## src/rtl/ram64_arbiter.sv

```systemverilog
// ram64_arbiter: two-port round-robin front end for a single RAM64 (64 x 16).
// Requests from P0/P1 are granted one per cycle into a registered command stage
// that drives the RAM pins. Responses return two cycles after acceptance.
// A clear engine sweeps CLEAR_VALUE into all 64 words after reset or on demand.
//
// Handshake: a request transfers on a rising edge where pN_valid && pN_ready.
// pN_ready is combinational on pN_valid. A requester holds valid and its payload
// stable until it sees ready. pN_rvalid is a one-cycle strobe with no back-pressure.
module ram64_arbiter #(
    parameter bit          CLEAR_ON_RESET = 1'b1,
    parameter logic [15:0] CLEAR_VALUE    = 16'h0000,
    parameter bit          FIXED_PRIORITY = 1'b0
) (
    input  logic        CLK,
    input  logic        RST_N,
    input  logic        clear_start,
    output logic        busy,
    input  logic        p0_valid,
    input  logic        p0_we,
    input  logic [5:0]  p0_addr,
    input  logic [15:0] p0_wdata,
    output logic        p0_ready,
    output logic        p0_rvalid,
    output logic [15:0] p0_rdata,
    input  logic        p1_valid,
    input  logic        p1_we,
    input  logic [5:0]  p1_addr,
    input  logic [15:0] p1_wdata,
    output logic        p1_ready,
    output logic        p1_rvalid,
    output logic [15:0] p1_rdata,
    output logic [15:0] ram_in,
    output logic        ram_load,
    output logic [5:0]  ram_address,
    input  logic [15:0] ram_out
);

    typedef enum logic {
        ST_CLEAR = 1'b0,
        ST_RUN   = 1'b1
    } state_t;

    state_t      state_q;
    logic [5:0]  clr_cnt_q;
    logic        cmd_valid_q;
    logic        cmd_we_q;
    logic        cmd_port_q;
    logic [5:0]  cmd_addr_q;
    logic [15:0] cmd_wdata_q;
    logic        rr_q;
    logic        p0_rvalid_q;
    logic        p1_rvalid_q;
    logic [15:0] p0_rdata_q;
    logic [15:0] p1_rdata_q;

    logic        accept_en;
    logic        grant0;
    logic        grant1;

    // Grant selection: one winner per cycle, only in RUN with no clear requested.
    always_comb begin
        accept_en = RST_N && (state_q == ST_RUN) && !clear_start;
        grant0    = 1'b0;
        grant1    = 1'b0;
        if (accept_en) begin
            if (p0_valid && (!p1_valid || FIXED_PRIORITY || !rr_q)) begin
                grant0 = 1'b1;
            end else if (p1_valid) begin
                grant1 = 1'b1;
            end
        end
    end

    // FSM, clear counter, command stage, rr pointer and response registers.
    always_ff @(posedge CLK) begin
        if (!RST_N) begin
            state_q     <= CLEAR_ON_RESET ? ST_CLEAR : ST_RUN;
            clr_cnt_q   <= 6'd0;
            cmd_valid_q <= 1'b0;
            cmd_we_q    <= 1'b0;
            cmd_port_q  <= 1'b0;
            cmd_addr_q  <= 6'd0;
            cmd_wdata_q <= 16'd0;
            rr_q        <= 1'b0;
            p0_rvalid_q <= 1'b0;
            p1_rvalid_q <= 1'b0;
            p0_rdata_q  <= 16'd0;
            p1_rdata_q  <= 16'd0;
        end else begin
            p0_rvalid_q <= 1'b0;
            p1_rvalid_q <= 1'b0;
            cmd_valid_q <= grant0 || grant1;
            case (state_q)
                ST_CLEAR: begin
                    // Mirror the sweep into the command fields so idle pins hold the last value.
                    cmd_addr_q  <= clr_cnt_q;
                    cmd_wdata_q <= CLEAR_VALUE;
                    clr_cnt_q   <= clr_cnt_q + 6'd1;
                    if (clr_cnt_q == 6'd63) begin
                        state_q <= ST_RUN;
                    end
                end
                default: begin
                    // The command accepted last cycle executes now, even under clear_start.
                    if (cmd_valid_q) begin
                        if (cmd_port_q) begin
                            p1_rvalid_q <= 1'b1;
                            p1_rdata_q  <= cmd_we_q ? 16'd0 : ram_out;
                        end else begin
                            p0_rvalid_q <= 1'b1;
                            p0_rdata_q  <= cmd_we_q ? 16'd0 : ram_out;
                        end
                    end
                    if (grant0) begin
                        cmd_we_q    <= p0_we;
                        cmd_port_q  <= 1'b0;
                        cmd_addr_q  <= p0_addr;
                        cmd_wdata_q <= p0_wdata;
                        rr_q        <= 1'b1;
                    end else if (grant1) begin
                        cmd_we_q    <= p1_we;
                        cmd_port_q  <= 1'b1;
                        cmd_addr_q  <= p1_addr;
                        cmd_wdata_q <= p1_wdata;
                        rr_q        <= 1'b0;
                    end
                    if (clear_start) begin
                        state_q   <= ST_CLEAR;
                        clr_cnt_q <= 6'd0;
                    end
                end
            endcase
        end
    end

    // RAM pins and status; load and busy are suppressed while reset is held.
    always_comb begin
        busy        = RST_N && (state_q == ST_CLEAR);
        ram_address = (state_q == ST_CLEAR) ? clr_cnt_q : cmd_addr_q;
        ram_in      = (state_q == ST_CLEAR) ? CLEAR_VALUE : cmd_wdata_q;
        ram_load    = RST_N && ((state_q == ST_CLEAR) || (cmd_valid_q && cmd_we_q));
        p0_ready    = grant0;
        p1_ready    = grant1;
        p0_rvalid   = p0_rvalid_q;
        p1_rvalid   = p1_rvalid_q;
        p0_rdata    = p0_rdata_q;
        p1_rdata    = p1_rdata_q;
    end

endmodule
```

## config.mk

```make
export PLATFORM = sky130hd
export DESIGN_NAME = ram64_arbiter
export DESIGN_NICKNAME = d
export VERILOG_FILES = /design/src/rtl/ram64_arbiter.sv
export SDC_FILE = /design/constraint.sdc
export NUM_CORES = 1
export LEC_CHECK = 0
export CORE_ASPECT_RATIO = 1.4
export CORE_UTILIZATION = 46
export DETAILED_ROUTE_END_ITERATION = 8
export PLACE_DENSITY_LB_ADDON = 0.15
export SLEW_MARGIN = 10
export SYNTH_ARGS = -nofsm -noshare
export SYNTH_HDL_FRONTEND = slang
export SYNTH_SLANG_ARGS = --single-unit
```

## constraint.sdc

```tcl
create_clock -name CLK -period 4.3 [get_ports CLK]
set_clock_uncertainty 0.15 [all_clocks]
set_input_delay 0.645 -clock CLK [delete_from_list [all_inputs] [get_ports CLK]]
set_output_delay 0.645 -clock CLK [all_outputs]
set_load 0.005 [all_outputs]
```

==> impl_metrics.json, run 1 <==
{
  "hp-class": "reg -> reg",
  "fill_cells": 583,
  "worstMarginPinSlew_ns": 1.020,
  "required_ns": 3.50,
  "synth_cells": 383,
  "root_buffer": "clkbuf_8",
  "crit_arrival_ns": 2.26,
  "syn2layout_area_growth_pct": 46.49,
  "nNetsFinal": 560,
  "maxCapViolCount": 0,
  "cts.path.max_buffers": 2,
  "max_freq_mhz": 327.0,
  "slowest_delay_ns": 0.57,
  "fin_crit_ns": 3.058,
  "netlist_area_um2": 3119,
  "cts_buffers": 9,
  "ys_warn_count": 0,
  "path_delay_family": "buffers and inverters",
  "instances_no_fill": 571,
  "die_area_um2": 7119,
  "grt_pass1_vias": 3039,
  "cp_common_cell": "clkdlybuf4s50_1",
  "finalSetupTns_ns": 0,
  "core_um2": 6569,
  "start_kind": "primary input",
  "vdd_drop_max_mv": 0.2282,
  "slew_headroom": 0.3161,
  "vias": 3148,
  "hpwlAfterDp_um": 5725,
  "synth.area.top_cells": "dfxtp_1 43%, a21oi_1 10%, nand2_1 8.5%, a311oi_2 5.3%, o21ai_0 4.3%",
  "layout-drive-gt1-share": 0.08249,
  "port-buffer-count": 126,
  "dp_slack_ns": 1.263,
  "post-route-drc-count": 0,
  "syn_area_per_cell_um2": 8.144,
  "synth_fp_nets": 451,
  "vias_per_cell": 5.513,
  "power_density_nw_per_um2": 291.4,
  "diodes": 0,
  "cts_max_level": 3,
  "yosysSeqAreaShare": 0.4300,
  "yosys.cell_types.count": 34,
  "path_cells": "clkdlybuf4s50_1, nand3b_1, buf_4, nor2_1, clkdlybuf4s50_1",
  "wirelength_um": 8403,
  "cts.sink_count": 67,
  "postCtsSetupRepairBufs": 0,
  "slowest_stage": "clkdlybuf4s50_1",
  "holdWs_ns": 0.3024,
  "avgRoutedWirePerCell_um": 14.72,
  "slew_violations": 0,
  "grt_start_max_net_pins": 49,
  "synth_top_cell_area_share": 0.4300,
  "hold_viol": 0,
  "hold_buffers": 0,
  "row_count": 35,
  "path_buf_inv": 3,
  "io_pins": 127,
  "clk_pin_slew_ns": 0.07,
  "leakagePower_nw": 1.482,
  "fin_ws_ns": 1.242,
  "first_iter_violations": 170,
  "antenna_found_initial": 0,
  "fp.dieH_um": 99.44,
  "grt_pass1_wl_um": 13640,
  "setup_violations": 0,
  "end_kind": "primary output",
  "cts_tree": "yes",
  "rsz0062_at_grt": "false",
  "synth_seq_cells": 67,
  "gp_congestion": 0.8098,
  "die_w_um": 71.60,
  "crit_type": "in -> out",
  "status": "complete, no violations",
  "placedCellCount": 555,
  "critPathMaxFanout": 26,
  "period_share": 0.7111,
  "postPlaceCellArea_um2": 4342,
  "multiInputGateArea_um2": 1594,
  "firstDrtPassIters": 8,
  "synth_top_cell_by_area": "dfxtp_1",
  "start_util": 0.4749,
  "post_cts_resized": 0,
  "grt.overflow.total": 0,
  "seqCellArea_um2": 1341,
  "clock_latency_ns": 0.34,
  "ant_nets": 0,
  "final_cell_area_um2": 4569,
  "grt_usage": 0.2406
}
[Yosys cell counts]
library cell / n
a311oi_1: 12
a21bo_2: 1
ha_1: 1
clkbuf_1: 16
a31oi_1: 2
nand4b_1: 1
buf_6: 4
nor2_1: 11
dfxtp_1: 67
nor2b_1: 17
nand2b_1: 1
and2_4: 1
and3b_1: 2
o22ai_1: 1
or3_1: 1
o21ai_0: 27
buf_4: 2
nand4_1: 1
a21boi_1: 1
or2_1: 1
nand3b_1: 3
a311oi_2: 11
nand3_1: 24
a21oi_1: 63
o21a_1: 1
nor3_1: 1
o211ai_1: 1
mux2_2: 6
or4b_1: 1
and3_1: 1
inv_1: 2
buf_2: 12
and2_1: 16
nand2_1: 71
[cell type report]
cell class / count / share of cell area
sequential: 67 / 0.2935
inverter: 2 / 0.001643
clock buffer: 12 / 0.03395
multi-input combinational: 280 / 0.3489
clock inverter: 4 / 0.01588
timing repair buffer: 132 / 0.2859
tap: 74 / 0.02026
[logic make-up after synthesis]
family,synth area share
flip-flops,0.4300
AND/OR/NAND/NOR,0.2367
AO/OA/AOI/OAI,0.2475
adder cells (fa/ha/maj),0.004011
multiplexers,0.02166
buffers and inverters,0.06017
[report_power, final]
group | leakage (nW) | switching [W] | internal, W | total, W
clock network | 0.113 | 0.000231 | 0.000358 | 0.000589
registers | 0.540 | 0.00000396 | 0.000624 | 0.000628
logic | 0.829 | 0.0000429 | 0.0000721 | 0.000115
[sequential cells by signal, indices dropped and copies added, names as in the netlist]
register and cells:
cmd_port_q 1, cmd_valid_q 1, clr_cnt_q 6, p0_rdata 16
cmd_wdata_q 16, p0_rvalid 1, state_q 1, cmd_addr_q 6
p1_rvalid 1, p1_rdata 16, cmd_we_q 1, rr_q 1
[metrics by stage]
step | power, W | utilization
floorplan | 0.0006806 | -
global placement | 0.0007551 | 0.6610
detailed placement | 0.0007560 | 0.6610
CTS | 0.001345 | 0.6956
global route | 0.001379 | 0.6956
finish | 0.001332 | 0.6956
[worst reg2reg max path, stage by stage, from the launching register on]
cell,delay (ns)
dfxtp_1,0.31
buf_4,0.34
and3b_1,0.51
buf_4,0.33
and2_4,0.40
a311oi_2,0.17
[layer usage]
metal	GRT usage	part of all wire
met1	0.2634	0.39
met2	0.4374	0.52
met3	0.06991	0.070
met4	0.08446	0.015
met5	0	0
[worst paths after layout]
check	start	to	slack [ns]	cells after the start
worst max-delay path	RST_N	p0_ready	1.24	5
worst min-delay path	p0_rdata[9]$_SDFFE_PN0P_	p0_rdata[9]$_SDFFE_PN0P_	0.30	2
worst max register to register	state_q$_SDFF_PN0_	cmd_wdata_q[4]$_SDFFE_PP0P_	1.95	5
worst min register to register	p0_rdata[9]$_SDFFE_PN0P_	p0_rdata[9]$_SDFFE_PN0P_	0.30	2
[layout by cell type (no fill, tap or decap), types with 11 or more instances in the layout]
cell type,count
o21ai_0,27
nor2b_1,17
a311oi_2,11
dfxtp_1,67
nand3_1,24
clkdlybuf4s50_1,126
nor2_1,11
a21oi_1,63
a311oi_1,12
clkbuf_8,11
and2_1,16
nand2_1,71
Power figures use the tool's default switching activity.
==> run 2, diff against run 1 <==
CORE_UTILIZATION = 39   (was 46)
clock period = 2.78 ns   (was 4.3 ns; I/O delays follow)
==> run 2 against run 1 <==
Die area grew 17%; power up 48%; design area rose by 1.7%; worst hold slack gained 0.0036 ns; clock power is 37% higher; worst setup slack got worse by 0.95 ns; final cell count rose by 6.0%; sequential cell count unchanged; first-iteration DRC count fell by 26%; via count is 0.67% lower; routed wire length increased by 2.0%; non-clock buffer count is 8 higher; critical endpoint unchanged; highest routed layer unchanged.
==> impl_metrics.json, run 2 (synthesis gave the netlist of run 1 again) <==
{
  "power_density_nw_per_um2": 423.1,
  "diodes": 0,
  "fin_crit_ns": 2.489,
  "syn2layout_area_growth_pct": 48.98,
  "max_freq_mhz": 401.8,
  "row_count": 38,
  "clock_latency_ns": 0.33,
  "hold_buffers": 0,
  "fill_cells": 719,
  "setup_violations": 0,
  "gp_congestion": 0.7738,
  "slew_violations": 0,
  "grt_pass1_vias": 3035,
  "cts_max_level": 3,
  "port-buffer-count": 126,
  "cts.path.max_buffers": 2,
  "cp_common_cell": "clkdlybuf4s50_1",
  "start_util": 0.4025,
  "fin_ws_ns": 0.2910,
  "leakagePower_nw": 1.510,
  "start_kind": "primary input",
  "layout-drive-gt1-share": 0.09901,
  "grt_start_max_net_pins": 49,
  "dp_slack_ns": 0.2878,
  "post_cts_resized": 0,
  "hpwlAfterDp_um": 5847,
  "endpoint": "p0_ready",
  "reg2reg_to": "cmd_wdata_q[8]$_SDFFE_PP0P_",
  "slew_headroom": 0.4744,
  "slowest_stage": "clkdlybuf4s50_1",
  "hp-class": "reg -> reg",
  "cts_buffers": 9,
  "rsz0062_at_grt": "false",
  "cts.sink_count": 67,
  "slowest_delay_ns": 0.55,
  "end_kind": "primary output",
  "io_pins": 127,
  "critPathMaxFanout": 5,
  "vdd_drop_max_mv": 0.2847,
  "layout_commonest_cell": "clkdlybuf4s50_1",
  "crit_type": "in -> out",
  "crit_path_start": "clear_start",
  "grt.overflow.total": 0,
  "die_area_um2": 8365,
  "core_um2": 7750,
  "root_buffer": "clkbuf_8",
  "required_ns": 2.21,
  "layout_common_cells": "126 x clkdlybuf4s50_1, 71 x nand2_1, 67 x dfxtp_1",
  "ant_nets": 0,
  "worstMarginPinSlew_ns": 0.7864,
  "maxCapViolCount": 0,
  "grt_usage": 0.2096,
  "first_iter_violations": 126,
  "reg2reg_depth": 5,
  "nNetsFinal": 568,
  "vias": 3127,
  "post-route-drc-count": 0,
  "cts_tree": "yes",
  "grt_pass1_wl_um": 13920,
  "antenna_found_initial": 0,
  "hold_viol": 0,
  "reg2reg_slack_ns": 0.90,
  "fp.dieH_um": 107.8,
  "firstDrtPassIters": 4,
  "vias_per_cell": 5.169,
  "wirelength_um": 8568,
  "period_share": 0.8953,
  "clk_pin_slew_ns": 0.08,
  "crit_arrival_ns": 1.92,
  "status": "complete, no violations",
  "postCtsSetupRepairBufs": 0,
  "die_w_um": 77.59,
  "finalSetupTns_ns": 0,
  "path_cells": "clkdlybuf4s50_1, nand3b_1, nor2_1, clkdlybuf4s50_1",
  "avgRoutedWirePerCell_um": 14.16,
  "r2r_start": "state_q$_SDFF_PN0_"
}
==> run 2: critical path, delay by kind of cell <==
family	cells	cell delay [ns]
and+or+nand+nor	2	0.48
buffers and inverters	2	1.03
==> run 2: through the flow <==
step                      instance area, µm²  power [W]  std cells  hold WS, ns    util
after floorplan                         3119   0.001053        383       0.3027       -
after global placement                  4447   0.001177        589       0.2924  0.5738
after detailed placement                4447   0.001177        589       0.2967  0.5738
after CTS                               4647   0.001990        605       0.3072  0.5996
after global routing                    4647   0.002044        605       0.3234  0.5996
final                                   4647   0.001966        605       0.3060  0.5996
==> run 2: worst min path at each step <==
stage,startpoint,to,depth (start not counted)
2_1_floorplan,p0_rdata[0]$_SDFFE_PN0P_,p0_rdata[0]$_SDFFE_PN0P_,2
3_3_place_gp,p0_rdata[9]$_SDFFE_PN0P_,p0_rdata[9]$_SDFFE_PN0P_,2
3_5_place_dp,p0_rdata[9]$_SDFFE_PN0P_,p0_rdata[9]$_SDFFE_PN0P_,2
4_1_cts,p1_rdata[9]$_SDFFE_PN0P_,p1_rdata[9]$_SDFFE_PN0P_,2
5_1_grt,p1_rdata[5]$_SDFFE_PN0P_,p1_rdata[5]$_SDFFE_PN0P_,2
6_report,p0_rdata[9]$_SDFFE_PN0P_,p0_rdata[9]$_SDFFE_PN0P_,2
==> run 2: final cells by class <==
cell class	instances	area [µm²]	share of cell area
tap	100	125.1	0.02693
sequential	67	1341	0.2886
inverter	2	7.507	0.001616
clock inverter	7	76.32	0.01642
multi-input combinational	280	1594	0.3430
timing repair buffer	140	1379	0.2967
clock buffer	9	123.9	0.02666
==> run 2: routing by layer <==
metal  up-vias  track usage  share of wire
met5         -            0              0
met4         0      0.09299          0.018
met3        13      0.03305          0.043
met2        97       0.3685           0.50
met1      1444       0.2489           0.43
li1       1573            -              -
==> run 2: power breakdown <==
group / internal (W) / switching, W
Sequential: 0.000965 / 0.00000624
Clock: 0.000420 / 0.000390
Combinational: 0.000117 / 0.0000691
==> run 3, diff against run 2 <==
--- a/config.mk
+++ b/config.mk
@@ -6,4 +6,5 @@
 export NUM_CORES = 1
 export LEC_CHECK = 0
+export ABC_CLOCK_PERIOD_IN_PS = 2780
 export CORE_ASPECT_RATIO = 1.4
 export CORE_UTILIZATION = 39
--- a/constraint.sdc
+++ b/constraint.sdc
@@ -3,3 +3,3 @@
 set_input_delay 0.417 -clock CLK [delete_from_list [all_inputs] [get_ports CLK]]
 set_output_delay 0.417 -clock CLK [all_outputs]
-set_load 0.005 [all_outputs]
+set_load 0.02 [all_outputs]
==> run 3 against run 2 <==
Sequential share of layout area rose by 0.10 points; design area is 0.35% lower; first-iteration DRC count decreased by 27%; critical path type is now reg -> out; critical endpoint is now ram_address[2]; largest cell class unchanged; highest routed layer unchanged.
==> impl_metrics.json, run 3 (synthesis gave the netlist of run 1 again) <==
{
  "cts_buffers": 9,
  "end_kind": "primary output",
  "vias_per_cell": 5.255,
  "p_int_w": 0.001430,
  "postCtsSetupRepairBufs": 0,
  "firstDrtPassIters": 4,
  "required_ns": 2.21,
  "setup_violations": 0,
  "root_buffer": "clkbuf_8",
  "row_count": 38,
  "leakagePower_nw": 1.502,
  "hold_buffers": 0,
  "power_frac_comb": 0.103,
  "grt_pass1_wl_um": 14360,
  "hpwlAfterDp_um": 5890,
  "reg2reg_slack_ns": 0.76,
  "r2r_start": "state_q$_SDFF_PN0_",
  "slowest_delay_ns": 0.57,
  "hold_viol": 0,
  "nNetsFinal": 568,
  "cts.path.max_buffers": 2,
  "worstMarginPinSlew_ns": 0.8118,
  "fin_ws_ns": 0.1865,
  "ant_nets": 0,
  "port-buffer-count": 126,
  "slowest_stage": "clkdlybuf4s50_1",
  "layout_commonest_cell": "clkdlybuf4s50_1",
  "grt_pass1_vias": 3137,
  "grt_usage": 0.2158,
  "critPathMaxFanout": 18,
  "layout_common_cells": "126 x clkdlybuf4s50_1, 71 x nand2_1, 67 x dfxtp_1",
  "period_share": 0.9329,
  "clock_latency_ns": 0.33,
  "path_delay_family": "buffers and inverters",
  "die_area_um2": 8365,
  "layout-drive-gt1-share": 0.09505,
  "fp.dieH_um": 107.8,
  "start_util": 0.4025,
  "avgRoutedWirePerCell_um": 14.32,
  "max_freq_mhz": 385.6,
  "path_cells": "buf_4, mux2_2, clkdlybuf4s50_1",
  "finalSetupTns_ns": 0,
  "fin_crit_ns": 2.593,
  "die_w_um": 77.59,
  "syn2layout_area_growth_pct": 48.46,
  "cts_max_level": 3,
  "first_iter_violations": 92,
  "path_buf_inv": 2,
  "power_density_nw_per_um2": 403.7,
  "slew_violations": 0,
  "grt.overflow.total": 0,
  "post_cts_resized": 0,
  "crit_arrival_ns": 2.03,
  "clk_pin_slew_ns": 0.07,
  "rsz0062_at_grt": "false",
  "post-route-drc-count": 0,
  "crit_type": "reg -> out",
  "slew_headroom": 0.4575,
  "antenna_found_initial": 0,
  "diodes": 0,
  "gp_congestion": 0.7453,
  "wirelength_um": 8661,
  "p_switching_w": 0.0004390,
  "dp_slack_ns": 0.2243,
  "pwr-share-clk": 0.377,
  "vdd_drop_max_mv": 0.1908,
  "hold-path-endpoint": "p0_rdata[0]$_SDFFE_PN0P_",
  "worstHoldStart": "p0_rdata[0]$_SDFFE_PN0P_",
  "io_pins": 127,
  "maxCapViolCount": 0,
  "cts_tree": "yes",
  "start_kind": "flop",
  "min_path_cells": 2,
  "status": "complete, no violations",
  "grt_start_max_net_pins": 49,
  "placedCellCount": 589,
  "instances_no_fill": 605,
  "reg2reg_depth": 5,
  "reg2reg_to": "cmd_wdata_q[7]$_SDFFE_PP0P_",
  "cts.sink_count": 67,
  "hp-class": "reg -> reg",
  "core_um2": 7750,
  "vias": 3179,
  "swShare": 0.2348,
  "p_seq_frac": 0.520
}
-- run 3: cell count changes in the layout (fill, tap and decap cells not counted), sizes merged --
| cell | delta |
|---|---|
| clkbuf | +3 |
| inv | -2 |
| clkinvlp | -1 |
| clkinv | +1 |
| bufinv | -1 |
-- run 3: stage by stage --
stage               hold WS [ns]    util  area [µm²]  total power, W
floorplan                 0.3090       -        3119        0.001059
global placement          0.2919  0.5754        4459        0.001183
detailed placement        0.2977  0.5754        4459        0.001185
CTS                       0.3077  0.5975        4631        0.001889
global route              0.3254  0.5975        4631        0.001952
finish                    0.3042  0.5975        4631        0.001869
-- run 3: layout make-up --
type,instances,area (µm²)
clock buffers,12,145.1
clock inverters,4,26.28
fillers,760,3119
inverters,2,7.507
multi-input cells,280,1594
flip-flops and latches,67,1341
well taps,100,125.1
repair buffers,140,1391
-- run 3: per-layer routing --
layer / track usage / routed length [µm] / share of wire
met1: 0.2503 / 3625 / 0.42
met2: 0.3799 / 4464 / 0.52
met3: 0.04407 / 432 / 0.050
met4: 0.09434 / 139 / 0.016
met5: 0 / 0 / 0
-- run 3: worst reg2reg max path, stage by stage (launching register included) --
cell and delay (ns):
dfxtp_1 0.49, buf_4 0.20, and3b_1 0.21, buf_12 0.23, and2_4 0.42, a311oi_2 0.17
-- run 3: power groups by stage --
stage	Combinational (W)	Clock, W	Sequential, W
2_1_floorplan	0.0000674	0	0.000991
3_3_place_gp	0.000190	0	0.000993
3_5_place_dp	0.000192	0	0.000993
4_1_cts	0.000193	0.000725	0.000971
5_1_grt	0.000209	0.000772	0.000971
6_report	0.000193	0.000705	0.000971
-- run 3: worst max-delay path by stage --
stage | to | start | slack (ns) | cells past startpoint
5_1_grt | ram_address[2] | state_q$_SDFF_PN0_ | 0.12 | 3
3_3_place_gp | p0_ready | clear_start | 0.25 | 4
4_1_cts | ram_address[2] | state_q$_SDFF_PN0_ | 0.17 | 3
6_report | ram_address[2] | state_q$_SDFF_PN0_ | 0.19 | 3
3_5_place_dp | p0_ready | clear_start | 0.22 | 4
2_1_floorplan | p0_ready | clear_start | 1.02 | 3
